==> src/rtl/hex_display_bank.sv <==
// Bank of NUM_DIGITS seven-segment drivers with shadow registers, per-digit blank/blink
// and optional leading-zero blanking. Segment outputs are active-low and registered.
module hex_display_bank #(
  parameter int NUM_DIGITS  = 4,
  parameter int BLINK_DIV   = 25_000_000,
  parameter bit LZ_SUPPRESS = 1'b0
) (
  input  logic                    clk,
  input  logic                    Reset,
  input  logic                    load,
  input  logic [4*NUM_DIGITS-1:0] digits,
  input  logic [NUM_DIGITS-1:0]   blank_mask,
  input  logic [NUM_DIGITS-1:0]   blink_mask,
  output logic [7*NUM_DIGITS-1:0] HEX,
  output logic                    blink_phase
);

  localparam int CNT_W = (BLINK_DIV > 1) ? $clog2(BLINK_DIV) : 1;
  localparam logic [CNT_W-1:0] CNT_MAX = CNT_W'(BLINK_DIV - 1);
  localparam logic [6:0] SEG_OFF = 7'h7F;

  logic [4*NUM_DIGITS-1:0] digits_q;
  logic [NUM_DIGITS-1:0]   blank_q;
  logic [NUM_DIGITS-1:0]   blink_q;
  logic [CNT_W-1:0]        cnt_q, cnt_d;
  logic                    phase_q, phase_d;
  logic [7*NUM_DIGITS-1:0] hex_q, hex_d;

  function automatic logic [6:0] seg_encode(input logic [3:0] v);
    logic [6:0] s;
    case (v)
      4'h0: s = 7'h40;
      4'h1: s = 7'h79;
      4'h2: s = 7'h24;
      4'h3: s = 7'h30;
      4'h4: s = 7'h19;
      4'h5: s = 7'h12;
      4'h6: s = 7'h02;
      4'h7: s = 7'h78;
      4'h8: s = 7'h00;
      4'h9: s = 7'h10;
      4'hA: s = 7'h08;
      4'hB: s = 7'h03;
      4'hC: s = 7'h46;
      4'hD: s = 7'h21;
      4'hE: s = 7'h06;
      default: s = 7'h0E;
    endcase
    return s;
  endfunction

  always_ff @(posedge clk) begin
    if (Reset) begin
      digits_q <= '0;
      blank_q  <= '1;
      blink_q  <= '0;
    end else if (load) begin
      digits_q <= digits;
      blank_q  <= blank_mask;
      blink_q  <= blink_mask;
    end
  end

  // A load restarts the blink cycle and wins over a coincident wrap.
  always_comb begin
    cnt_d   = cnt_q + CNT_W'(1);
    phase_d = phase_q;
    if (load) begin
      cnt_d   = '0;
      phase_d = 1'b1;
    end else if (cnt_q == CNT_MAX) begin
      cnt_d   = '0;
      phase_d = ~phase_q;
    end
  end

  always_ff @(posedge clk) begin
    if (Reset) begin
      cnt_q   <= '0;
      phase_q <= 1'b1;
    end else begin
      cnt_q   <= cnt_d;
      phase_q <= phase_d;
    end
  end

  // zero_run tracks "this digit and every higher one are zero", scanning from the top.
  always_comb begin
    logic       zero_run;
    logic       off;
    logic [3:0] v;
    hex_d    = '0;
    zero_run = 1'b1;
    for (int i = NUM_DIGITS - 1; i >= 0; i--) begin
      v        = digits_q[4*i +: 4];
      zero_run = zero_run & (v == 4'h0);
      off      = blank_q[i] | (blink_q[i] & ~phase_q) | (LZ_SUPPRESS & (i > 0) & zero_run);
      hex_d[7*i +: 7] = off ? SEG_OFF : seg_encode(v);
    end
  end

  always_ff @(posedge clk) begin
    if (Reset) begin
      hex_q <= '1;
    end else begin
      hex_q <= hex_d;
    end
  end

  assign HEX         = hex_q;
  assign blink_phase = phase_q;

endmodule
==> config.mk <==
export PLATFORM = sky130hd
export DESIGN_NAME = hex_display_bank
export DESIGN_NICKNAME = d
export VERILOG_FILES = /design/src/rtl/hex_display_bank.sv
export SDC_FILE = /design/constraint.sdc
export NUM_CORES = 1
export LEC_CHECK = 0
export CAP_MARGIN = 30
export CORE_MARGIN = 2
export CORE_UTILIZATION = 54
export DETAILED_ROUTE_END_ITERATION = 8
export GPL_TIMING_DRIVEN = 0
export PLACE_DENSITY = 0.91
export SYNTH_ARGS = -nofsm -noshare
export SYNTH_HDL_FRONTEND = slang
export SYNTH_SLANG_ARGS = --single-unit
==> constraint.sdc <==
create_clock -name clk -period 2.1 [get_ports clk]
set_input_delay 0.21 -clock clk [delete_from_list [all_inputs] [get_ports clk]]
set_output_delay 0.21 -clock clk [all_outputs]
set_load 0.1 [all_outputs]
==> impl_metrics.csv <==
group,metric,value,unit
worst_hold_path,hold_path_class,"in2reg",
die,num_rows,30,
synth,synth_area_leader_cell,"dfxtp_1",
synth,synth_cell_types,41,
finish,fin_nets,517,
pwr,p_int,2.41,mW
critical_path,cpPeakStageDelay,1.14,ns
synth,synth.yosys.seq_area_share,0.422,
critical_path,start_kind,"flip-flop",
cts,cts_tree,"done",
pwr,ir_drop,0.557,mV
synth,synth_area_leaders,"dfxtp_1, ha_1, mux2i_1",
route,drt_wl_total,8400,um
pwr,p_seq_frac,0.470,
synth,synth_seq_cells,78,
placement,port_buffers,55,
synth,synth_cells,399,
critical_path,slowest_stage,"clkdlybuf4s50_1",
die,die_y,86.8,um
cts,clk_pin_slew,0.09,ns
timing,max_clock_freq,489,MHz
synth,synth-edff-count,0,
cts,cts-root-buf,"clkbuf_8",
critical_path,timing.critical_path.to_type,"output port",
grt,antenna_found_initial,0,
grt,grt_max_degree,14,
finish,drive_above_1_share,0.0617,
cts,cts_setup_buffers,0,
critical_path,path_cells,"clkdlybuf4s50_1",
pwr,p_leak,1.66,nW
die,dieArea,7530,um^2
die,core_area,6720,um^2
timing,slew_headroom,0.332,
route,first_pass_iters,4,
grt,grt.total_usage,0.231,
critical_path,cp.required,1.89,ns
route,post_drt_via_cell_ratio,5.82,
timing,hold_violations,0,
cts,cts_max_level,3,
synth,syn_area,3700,um^2
cts,clock_latency,0.35,ns
critical_path,cp_data_arrival_time,1.83,ns
die,die_w,86.8,um
synth,async_flop_share,0,
timing,fin_crit,2.04,ns
die,ios,56,
route,route.detailed.drc,0,
placement,dp_slack,-0.0581,ns
timing,finalWorstSetupSlack,0.0552,ns
grt,grt-ovfl-total,0,
critical_path,cp_max_fo,1,
flow_run,cap_violations,0,
timing,rsz0062_at_grt,"no",
synth,synthDominantCellAreaShare,0.422,
pwr,p_sw,938,uW
finish,n_antenna_cell,0,
timing,setup_viol,0,
placement,dpl.hpwl,5830,um
cts,cts.path.max_buffers,2,
critical_path,crit_type,"reg2out",
pwr,power_density,732,nW/um^2
timing,tightest_slew,0.997,ns
placement,place_congestion,0.854,
critical_path,crit_family,"buffers and inverters",
die,start_util,0.551,
finish,post-route-util,0.681,
pwr,comb_power_share,0.157,
route,drtIter0Drc,202,
pwr,switching_share,0.280,
grt,grt_first_pass_wirelength,13900,um
critical_path,crit_buf_inv,1,
grt,grt_pass1_vias,3055,
cts,clock-sinks,78,
outcome,status,"complete, no violations",
pwr,power.total,3.35,mW
synth,synth_ff_type,"dfxtp_1",
timing,timing.hold.ws,0.463,ns
cts,cts_buffers,9,
timing,fin_crit_sh,0.974,
route,dr_total_vias,3202,
finish,area_delta_synth_final,23.7,%
route,post_drt_wl_per_cell,15.3,um
route,ant_nets,0,
pwr,clkPwrFrac,0.373,
timing,slew_viol_final,0,
synth,synth_nets,451,
synth,avgSynthCellArea,9.28,um^2
timing,finClkSkew,0.0134,ns
synth,yosys_warnings,0,
finish,n_fill_cell,500,
==> timing repair <==
action                                  in CTS  in global routing
hold buffers                                 0                  0
endpoints found under the setup margin       1                 10
gates resized for setup                      1                  3
==> synth_stat cells, drive strengths merged (10+ instances only) <==
library cell and instances:
a21oi 12, nand3 18, nor2b 12, o21ai 11, nor2 41, nand2b 10
mux2i 21, dfxtp 78, ha 25, nand2 25, o311ai 15, buf 10
o211ai 15, inv 16, nand4 11, clkbuf 11
==> cell usage in the layout, fill, tap and decap left out, drive strengths merged, types with 3 or more instances in the layout <==
cell type,n
a211o,4
a211oi,4
a21o,6
a21oi,12
and4,3
buf,10
clkbuf,22
clkdlybuf4s50,54
dfxtp,78
ha,25
inv,17
mux2i,21
nand2,25
nand2b,10
nand3,18
nand3b,3
nand4,11
nor2,41
nor2b,12
nor4,3
o211ai,15
o21ai,11
o311ai,15
o31ai,7
or3,7
or4,8
xnor2,5
xor2,8
==> cell families after synthesis <==
logic type	share of synthesized area
muxes	0.0598
xor gates and xnor gates	0.0308
and+or+nand+nor	0.206
DFF	0.422
adders and majority gates	0.0845
buffers and inverters	0.0480
AOI/OAI and AO/OA	0.149
==> area by class of cell <==
| type | instances | area (um^2) | share of cell area |
|---|---|---|---|
| Tap cell | 80 | 100 | 0.0219 |
| Clock buffer | 11 | 141 | 0.0309 |
| Timing Repair Buffer | 55 | 549 | 0.120 |
| Buffer | 21 | 119 | 0.0260 |
| Clock inverter | 5 | 81.3 | 0.0178 |
| Multi-Input combinational cell | 284 | 1970 | 0.429 |
| Inverter | 16 | 60.1 | 0.0131 |
| Sequential cell | 78 | 1560 | 0.341 |
==> power by group through the flow <==
stage          sequential, mW  clock [mW]  combinational (mW)
4_1_cts                  1.58        1.27               0.523
6_report                 1.58        1.25               0.526
3_3_place_gp             1.60           0               0.503
5_1_grt                  1.58        1.33               0.561
2_1_floorplan            1.78           0               0.183
3_5_place_dp             1.61           0               0.518
==> path summary, 6_finish.rpt <==
check             slack (ns)                start                      end  cells after the start
setup / recovery        0.06    HEX[7]$_SDFF_PP1_                   HEX[7]                      1
setup reg to reg        0.21  cnt_q[7]$_SDFF_PP0_     cnt_q[22]$_SDFF_PP0_                      5
hold / removal          0.46        blank_mask[1]  blank_q[1]$_SDFFE_PP1P_                      2
hold reg to reg         0.50  cnt_q[0]$_SDFF_PP0_      cnt_q[0]$_SDFF_PP0_                      1
==> routing by layer <==
metal,vias up,GRT usage,part of all wire
li1,1561,-,-
met1,1538,0.284,0.43
met2,93,0.405,0.51
met3,10,0.0419,0.042
met4,0,0.0781,0.012
met5,-,0,0
==> registers in the layout (all words and copies together) (netlist names) <==
signal / flops
HEX: 28
cnt_q: 25
digits_q: 16
blank_q: 4
blink_q: 4
blink_phase: 1
==> stage by stage <==
stage,TNS [ns],cells,instance area [um^2]
finish,0,550,4580
global route,0,550,4580
CTS,0,550,4570
detailed placement,-0.384,534,4350
global placement,0,534,4350
floorplan,0,399,3700
(Power assumes the default switching activity.)
